<file path="src/rtl/sha_io_pkg.sv">
// Shared definitions for the SHA board LED/GPIO timing controller:
// register map, command/status bit offsets and timer channel states.
package sha_io_pkg;

    localparam logic [2:0] ADDR_LED_VAL    = 3'd0;
    localparam logic [2:0] ADDR_LED_BLINK  = 3'd1;
    localparam logic [2:0] ADDR_BLINK_HALF = 3'd2;
    localparam logic [2:0] ADDR_GPIO_CMD   = 3'd3;
    localparam logic [2:0] ADDR_TIMEOUT    = 3'd4;
    localparam logic [2:0] ADDR_STATUS     = 3'd5;

    localparam int CMD_START_LSB = 0;
    localparam int CMD_STOP_LSB  = 16;
    localparam int STAT_RUN_LSB  = 0;
    localparam int STAT_EXP_LSB  = 16;

    typedef enum logic {
        IDLE = 1'b0,
        RUN  = 1'b1
    } ch_state_e;

endpackage

</file>
<file path="src/rtl/sha_io_tmr_ch.sv">
// One hardware countdown channel: run is high for exactly 'load' cycles after a
// start, and expire_pulse fires in the last counting cycle of a natural expiry.
module sha_io_tmr_ch
    import sha_io_pkg::*;
#(
    parameter int TMR_W = 32
) (
    input  logic             clk,
    input  logic             reset_n,
    input  logic             start,
    input  logic             stop,
    input  logic [TMR_W-1:0] load,
    output logic             run,
    output logic             expire_pulse
);

    ch_state_e        state, state_nxt;
    logic [TMR_W-1:0] cnt, cnt_nxt;

    always_ff @(posedge clk) begin
        if (!reset_n) begin
            state <= IDLE;
            cnt   <= '0;
        end else begin
            state <= state_nxt;
            cnt   <= cnt_nxt;
        end
    end

    // Stop has priority over start; a zero load expires immediately instead of running.
    always_comb begin
        state_nxt    = state;
        cnt_nxt      = cnt;
        expire_pulse = 1'b0;
        case (state)
            IDLE: begin
                if (start && !stop) begin
                    if (load == '0) begin
                        expire_pulse = 1'b1;
                    end else begin
                        state_nxt = RUN;
                        cnt_nxt   = load;
                    end
                end
            end
            RUN: begin
                if (stop) begin
                    state_nxt = IDLE;
                    cnt_nxt   = '0;
                end else if (start) begin
                    if (load == '0) begin
                        state_nxt    = IDLE;
                        cnt_nxt      = '0;
                        expire_pulse = 1'b1;
                    end else begin
                        cnt_nxt = load;
                    end
                end else if (cnt == TMR_W'(1)) begin
                    state_nxt    = IDLE;
                    cnt_nxt      = '0;
                    expire_pulse = 1'b1;
                end else begin
                    cnt_nxt = cnt - TMR_W'(1);
                end
            end
            default: begin
                state_nxt = IDLE;
                cnt_nxt   = '0;
            end
        endcase
    end

    assign run = (state == RUN);

endmodule

</file>
<file path="src/rtl/sha_io_timer_ctrl.sv">
// Avalon-MM LED/GPIO timing controller: register file, blink generator,
// sticky expiry flags and NUM_GPIO countdown channels driving marker pins.
module sha_io_timer_ctrl
    import sha_io_pkg::*;
#(
    parameter int NUM_LEDS = 8,
    parameter int NUM_GPIO = 2,
    parameter int TMR_W    = 32
) (
    input  logic                clk,
    input  logic                reset_n,
    input  logic [2:0]          avs_address,
    input  logic                avs_write,
    input  logic [31:0]         avs_writedata,
    input  logic                avs_read,
    output logic [31:0]         avs_readdata,
    output logic [NUM_LEDS-1:0] leds,
    output logic [NUM_GPIO-1:0] gpio
);

    logic [NUM_LEDS-1:0] led_val;
    logic [NUM_LEDS-1:0] led_blink;
    logic [TMR_W-1:0]    blink_half;
    logic [TMR_W-1:0]    blink_cnt;
    logic                blink_phase;
    logic [TMR_W-1:0]    timeout;
    logic [NUM_GPIO-1:0] expired;

    logic [NUM_GPIO-1:0] ch_start, ch_stop, ch_run, ch_expire, w1c;
    logic                wr_led_val, wr_led_blink, wr_blink_half, wr_cmd, wr_timeout, wr_status;
    logic [31:0]         rd_data;

    assign wr_led_val    = avs_write && (avs_address == ADDR_LED_VAL);
    assign wr_led_blink  = avs_write && (avs_address == ADDR_LED_BLINK);
    assign wr_blink_half = avs_write && (avs_address == ADDR_BLINK_HALF);
    assign wr_cmd        = avs_write && (avs_address == ADDR_GPIO_CMD);
    assign wr_timeout    = avs_write && (avs_address == ADDR_TIMEOUT);
    assign wr_status     = avs_write && (avs_address == ADDR_STATUS);

    assign ch_start = wr_cmd    ? avs_writedata[CMD_START_LSB +: NUM_GPIO] : '0;
    assign ch_stop  = wr_cmd    ? avs_writedata[CMD_STOP_LSB  +: NUM_GPIO] : '0;
    assign w1c      = wr_status ? avs_writedata[STAT_EXP_LSB  +: NUM_GPIO] : '0;

    always_ff @(posedge clk) begin
        if (!reset_n) begin
            led_val    <= '0;
            led_blink  <= '0;
            blink_half <= '0;
            timeout    <= '0;
            expired    <= '0;
        end else begin
            if (wr_led_val)    led_val    <= avs_writedata[NUM_LEDS-1:0];
            if (wr_led_blink)  led_blink  <= avs_writedata[NUM_LEDS-1:0];
            if (wr_blink_half) blink_half <= avs_writedata[TMR_W-1:0];
            if (wr_timeout)    timeout    <= avs_writedata[TMR_W-1:0];
            // A fresh expiry beats a simultaneous write-1-to-clear.
            expired <= ch_expire | (expired & ~w1c);
        end
    end

    // Blink generator restarts from phase 0 whenever the half-period is rewritten.
    always_ff @(posedge clk) begin
        if (!reset_n) begin
            blink_cnt   <= '0;
            blink_phase <= 1'b0;
            leds        <= '0;
        end else begin
            if (wr_blink_half || (blink_half == '0)) begin
                blink_cnt   <= '0;
                blink_phase <= 1'b0;
            end else if (blink_cnt >= blink_half - TMR_W'(1)) begin
                blink_cnt   <= '0;
                blink_phase <= ~blink_phase;
            end else begin
                blink_cnt <= blink_cnt + TMR_W'(1);
            end
            leds <= led_val & (~led_blink | {NUM_LEDS{blink_phase}});
        end
    end

    for (genvar g = 0; g < NUM_GPIO; g++) begin : g_ch
        sha_io_tmr_ch #(
            .TMR_W(TMR_W)
        ) u_ch (
            .clk         (clk),
            .reset_n     (reset_n),
            .start       (ch_start[g]),
            .stop        (ch_stop[g]),
            .load        (timeout),
            .run         (ch_run[g]),
            .expire_pulse(ch_expire[g])
        );
    end

    assign gpio = ch_run;

    always_comb begin
        rd_data = '0;
        case (avs_address)
            ADDR_LED_VAL:    rd_data[NUM_LEDS-1:0] = led_val;
            ADDR_LED_BLINK:  rd_data[NUM_LEDS-1:0] = led_blink;
            ADDR_BLINK_HALF: rd_data[TMR_W-1:0]    = blink_half;
            ADDR_TIMEOUT:    rd_data[TMR_W-1:0]    = timeout;
            ADDR_STATUS: begin
                rd_data[STAT_RUN_LSB +: NUM_GPIO] = ch_run;
                rd_data[STAT_EXP_LSB +: NUM_GPIO] = expired;
            end
            default: rd_data = '0;
        endcase
    end

    always_ff @(posedge clk) begin
        if (!reset_n) begin
            avs_readdata <= '0;
        end else if (avs_read) begin
            avs_readdata <= rd_data;
        end
    end

endmodule

</file>
<file path="config.mk">
export PLATFORM = sky130hd
export DESIGN_NAME = sha_io_timer_ctrl
export DESIGN_NICKNAME = d
export VERILOG_FILES = /design/src/rtl/sha_io_pkg.sv /design/src/rtl/sha_io_tmr_ch.sv /design/src/rtl/sha_io_timer_ctrl.sv
export SDC_FILE = /design/constraint.sdc
export NUM_CORES = 1
export LEC_CHECK = 0
export ABC_AREA = 1
export ABC_CLOCK_PERIOD_IN_PS = 3750
export CORE_MARGIN = 2
export CORE_UTILIZATION = 55
export CTS_BUF_LIST = sky130_fd_sc_hd__clkbuf_4
export CTS_CLUSTER_SIZE = 24
export DETAILED_ROUTE_END_ITERATION = 10
export DONT_BUFFER_PORTS = 1
export GPL_TIMING_DRIVEN = 0
export PLACE_DENSITY_LB_ADDON = 0.1
export RECOVER_POWER = 100
export SETUP_SLACK_MARGIN = 0.3
export SLEW_MARGIN = 15
export SYNTH_ARGS = -nofsm -noshare
export SYNTH_HDL_FRONTEND = slang
export SYNTH_SLANG_ARGS = --single-unit
</file>
<file path="constraint.sdc">
create_clock -name clk -period 3.75 [get_ports clk]
set_input_delay 0.375 -clock clk [delete_from_list [all_inputs] [get_ports clk]]
set_output_delay 0.375 -clock clk [all_outputs]
set_load 0.02 [all_outputs]
</file>
==> Word-level counts from Yosys, hierarchy flattened <==
Cells that the tools add are included.
{ "totals": {"elab_cells": 99, "output_inout_bits": 42, "inputBits": 39, "regBits": 221} }
{ "op_classes": {"n_lt_le_gt_ge": 1, "addsub": 4, "reduce_logical": 18, "n_eq_ne": 11, "muxes": 42, "bitwise": 10} }
{ "ops": {"columns": ["operator", "n"], "rows": [
  ["$mux 32", 10],
  ["$pmux 32 s2", 2],
  ["$sub 32x1->32 const B", 3],
  ["$eq 32x1->1 const B", 2],
  ["$logic_not 32->1", 2],
  ["$add 32x1->32 const B", 1],
  ["$ge 32x32->1", 1],
  ["$pmux 14 s2", 1],
  ["$pmux 6 s4", 1],
  ["$mux 1", 18],
  ["$pmux 8 s2", 1],
  ["$pmux 2 s5", 1],
  ["$and 8x8->8", 1],
  ["$logic_and 1x1->1", 8],
  ["$not 8->8", 1],
  ["$or 8x8->8", 1],
  ["$pmux 1 s2", 4],
  ["$eq 3x2->1 const B", 2],
  ["$eq 3x3->1 const B", 2],
  ["$mux 2", 3],
  ["$pmux 2 s3", 1],
  ["$ne 2x1->1 const B", 2],
  ["$ne 2x2->1 const B", 2],
  ["$not 1->1", 4],
  ["10 further kinds", 12]
]} }

==> Logic depth before layout (Yosys ltp) <==
{ "depth": {"depth_word": 8, "depth_mapped": 20, "mapped_depth_nobuf": 20} }

==> Cells and area by module <==
From an unflattened synthesis, not the netlist that was laid out.
{ "unflattened": {"cells_unflattened": 2315, "hier_area_um2": 14717.9} }
{ "by_module_without_submodules": {"columns": ["module", "instances", "cells_each", "area_each_um2", "seq_area_each_um2"], "rows": [
  ["sha_io_timer_ctrl", 1, 1099, 7963.9, 3103.0],
  ["sha_io_tmr_ch", 2, 608, 3377.0, 660.6]
]} }

==> Worst setup path after synthesis <==
No wires, ideal clock.
{ "synth_timing": {"path_type": "reg-to-reg", "from": "register blink_half[0]", "to": "register blink_cnt[30]", "required_ps": 3633, "slack_ps": 886, "period_less_slack_ps": 2864, "setup_time_ps": 117, "n_path_buf": 1, "stages_incl_launch_ff": 18, "arrival_ps": 2747, "path_cell_list": "dfxtp_1 > inv_1 > ha_1 > inv_1 > nor3_1 > nand3b_1 > nor2_1 > nand3_1 > xor2_1 > ha_1 > nand2_1 > nor2_1 > nand2_1 > nor4_1 > nand2_1 > nand4_1 > buf_2 > nor2_1"} }
{ "synth_via": {"elab_chain_len": 3, "elab_cells_between_ends": 5, "cone_classes": "1 x add/sub; 1 x order compare; 3 x reduce/logical"} }
{ "synth_lines": {"columns": ["item", "line_no", "source"], "rows": [
  ["start: declaration", "sha_io_timer_ctrl.sv:23", "logic [TMR_W-1:0] blink_half;"],
  ["start signal: assignment", "sha_io_timer_ctrl.sv:54", "if (wr_blink_half) blink_half <= avs_writedata[TMR_W-1:0];"],
  ["$sub 32x1->32 / $logic_not 32->1 (equally long branches)", "sha_io_timer_ctrl.sv:71, sha_io_timer_ctrl.sv:68", null],
  ["$ge 32x32->1 / $logic_or 1x1->1 (equally long branches)", "sha_io_timer_ctrl.sv:71, sha_io_timer_ctrl.sv:68", null],
  ["$reduce_or 3->1 (no line) *", null, null],
  ["end signal: assignment", "sha_io_timer_ctrl.sv:75", "blink_cnt <= blink_cnt + TMR_W'(1);"],
  ["end: declaration", "sha_io_timer_ctrl.sv:24", "logic [TMR_W-1:0] blink_cnt;"]
]} }
Mark *: on every way between the ends. The rest lies on a longest branch, timed or not.
A chain may end at the register's enable or synchronous reset.

==> Worst setup path after layout <==
{ "layout_timing": {"from": "register blink_half[2]", "to": "register blink_cnt[13]"} }
Same word-level chain as after synthesis.

==> results.yml <==
timing:
  rsz0062_at_grt: "yes"
  tns_ns: 0
  relSlewSlack_pct: 40.46
  finalHoldViolCount: 0
  setup_ws_ns: 0.3082
  maxSlewViolCount: 0
  tightestPinTransition_ns: 0.8931
  max_freq_mhz: 290.5
  fin_crit_ns: 3.442
  finClkSkew_ns: 0.07478
  setup_viol: 0
  fin_crit_sh_pct: 91.78
detailed_routing:
  wl_mm: 44.14
  first_pass_iters: 9
  routed.top_layer: "met4"
  ant_nets: 0
  drtIter0Drc: 1356
  viasPerCell: 5.645
  wirelength_met1_mm: 17.70
  wl_met2_mm: 19.94
  wire_per_inst_um: 17.36
  route.detailed.drc: 2
  via_count: 14350
  wl_met3_mm: 3.673
hold_path:
  worstHoldPathCells: 5
  min_from: "avs_address[0]"
  min_to: "avs_readdata[16]"
  hold_path.class: "input pin to flip-flop"
synth:
  synth-edff-count: 0
  ys.warnings.count: 0
  ys_seq_area_share_pct: 33.39
  synth_async_sr_flop_share_pct: 0
  syn_area_um2: 13250
  syn_inst: 2080
  synth_ff_type: "dfxtp_1"
  ys_seq_elements: 221
  ys_types: 39
  avgSynthCellArea_um2: 6.370
  synth_nets: 2157
clocking:
  root_buffer: "clkbuf_4"
  clk_latency_ns: 0.76
  clkTransAtPathRegs_ns: 0.07
  cts_buffer_depth: 3
  clock-sinks: 221
  tritoncts: "yes"
  htreeDepth: 2
  numCtsBuffers: 59
floorplan:
  rows: 56
  die_w_um: 159.2
  coreArea_um2: 23540
  initial_core_util_pct: 56.28
  dieArea_um2: 25350
  die_h_um: 159.2
  num_io_pins: 81
status:
  status: "finished with violations"
  violations: "DRC"
setup_path:
  cp.arrival_ns: 4.07
  endpoint_kind: "flip-flop"
  cpMaxStageDelayCell: "dfxtp_1"
  timing.critical_path.buf_inv: 2
  rrSetupSlack_ns: 0.31
  r2r_cells: 20
  crit_fanout: 10
  r2r-start: "blink_half[2]"
  cp-startpoint: "blink_half[2]"
  cp_top_family: "simple AND/OR/NAND/NOR gates"
  cp_common_cell: "nand2_1"
  cp_cell_sequence: "nor2_1 -> nand3_1 -> nor2_1 -> nand2_1 -> nor2_4 -> nand2_1 -> nor2_2 -> nand2_1 -> nor2_1 -> xor2_1 -> ha_1 -> nand2_1 -> nor2_2 -> nand2_2 -> nor4_4 -> nand2_1 -> nand4_1 -> buf_4 -> buf_4 -> nor2_1"
  critPathRequiredTime_ns: 4.38
  crit_path_start_kind: "flip-flop"
  crit_type: "flip-flop to flip-flop"
  regToRegEndpoint: "blink_cnt[13]"
  worst_path_largest_cell_delay_ns: 0.35
placement:
  dp_slack_ns: -0.1757
  io_buffers: 0
  hpwl_mm: 33.80
  place_congestion: 1.017
global_route:
  grt_use_total_pct: 34.04
  antenna_found_initial: 3
  grt_max_degree: 19
  grt_pass1_vias: 13610
  grt_pass1_wl_mm: 69.77
  overflow: 0
layout:
  mostFrequentLayoutCells: "385 x nor2_1, 364 x nand2_1, 257 x inv_1"
  final-seq-area_um2: 4424
  multi_input_area_um2: 7540
  drive_gt1_share_pct: 6.126
  utilization_pct: 62.91
  area_growth_pct: 11.78
  layout_commonest_cell: "nor2_1"
  final.fill_count: 2360
  fin_nets: 2259
pwr:
  ir_drop_mv: 0.2667
  cellPowerDensity_nw_per_um2: 379.3
  power_leakage_uw: 0.006555
run:
  maxCapViolCount: 0
## flip-flops by register name (all words and copies together), names as in the netlist
| name | count |
|---|---|
| expired | 2 |
| avs_readdata | 32 |
| g_ch.u_ch.cnt | 64 |
| timeout | 32 |
| led_blink | 8 |
| g_ch.u_ch.run | 2 |
| blink_phase | 1 |
| led_val | 8 |
| leds | 8 |
| blink_cnt | 32 |
| blink_half | 32 |
## power breakdown
| part | internal (uW) | switching [uW] |
|---|---|---|
| sequential | 2410 | 92.1 |
| combinational | 336 | 684 |
| clock | 1030 | 1060 |
| total | 3780 | 1840 |
## final cells by class
class                      count  area share (%)
tap                          319           2.695
clock buffer                  85           4.308
buffer                        80           2.348
antenna                        3         0.05068
multi-input combinational   1518           50.90
sequential                   221           29.87
timing repair buffer          41           2.703
clock inverter                14          0.5068
inverter                     261           6.614
## cells in the mapped netlist, drive strengths merged (23+ instances only)
master / number / area [um2]
xor2: 58 / 508.0
o21ai: 168 / 840.8
nor2: 395 / 1529
buf: 31 / 163.9
ha: 38 / 475.5
dfxtp: 221 / 4424
clkbuf: 49 / 183.9
nor3: 35 / 186.4
nand3: 193 / 965.9
nand4: 28 / 190.2
o221ai: 23 / 201.4
a21oi: 143 / 715.7
inv: 261 / 979.7
nand2: 366 / 1376
## how the worst max path moves through the flow
stage / end / slack, ns / cells after the start
6_report: blink_cnt[13] / 0.31 / 20
2_1_floorplan: blink_cnt[30] / 0.89 / 17
3_3_place_gp: blink_cnt[30] / -0.12 / 17
3_5_place_dp: blink_cnt[30] / -0.18 / 17
4_1_cts: blink_cnt[27] / 0.32 / 20
5_1_grt: blink_cnt[13] / 0.15 / 20
## tightest hold or removal path, cell delays in order
cell	delay, ns
inv_1	0.04
nand3_1	0.08
o211ai_1	0.11
nand2_1	0.08
a21oi_1	0.05
## kinds of logic after synthesis
group	synth area share (%)
compound gates	15.36
fa+ha+maj	3.588
buf+inv	10.02
xor+xnor	4.825
flops	33.39
simple gates	32.81
## what timing repair did
item	in CTS	in global routing
pin swaps	1	8
setup buffers	2	2
hold endpoints to repair	86	0
endpoints found under the setup margin	33	32
resized for setup	11	8
hold buffers	37	0
## per-stage QoR
| step | hold slack (ns) | power, uW | cell area [um2] | instances |
|---|---|---|---|---|
| after floorplan | 0.4283 | 3213 | 13250 | 2080 |
| after global placement | 0.4429 | 3447 | 13650 | 2399 |
| after detailed placement | 0.4483 | 3468 | 13650 | 2399 |
| after CTS | 0.003230 | 5602 | 14800 | 2537 |
| after global routing | 0.04005 | 5878 | 14810 | 2541 |
| final | 0.04258 | 5618 | 14810 | 2542 |
## per-layer routing
metal | up-vias | global-route usage, %
li1 | 7028 | -
met1 | 6515 | 41.15
met2 | 621 | 55.63
met3 | 186 | 7.580
met4 | 0 | 20.25
met5 | - | 0
(Power assumes the default switching activity.)
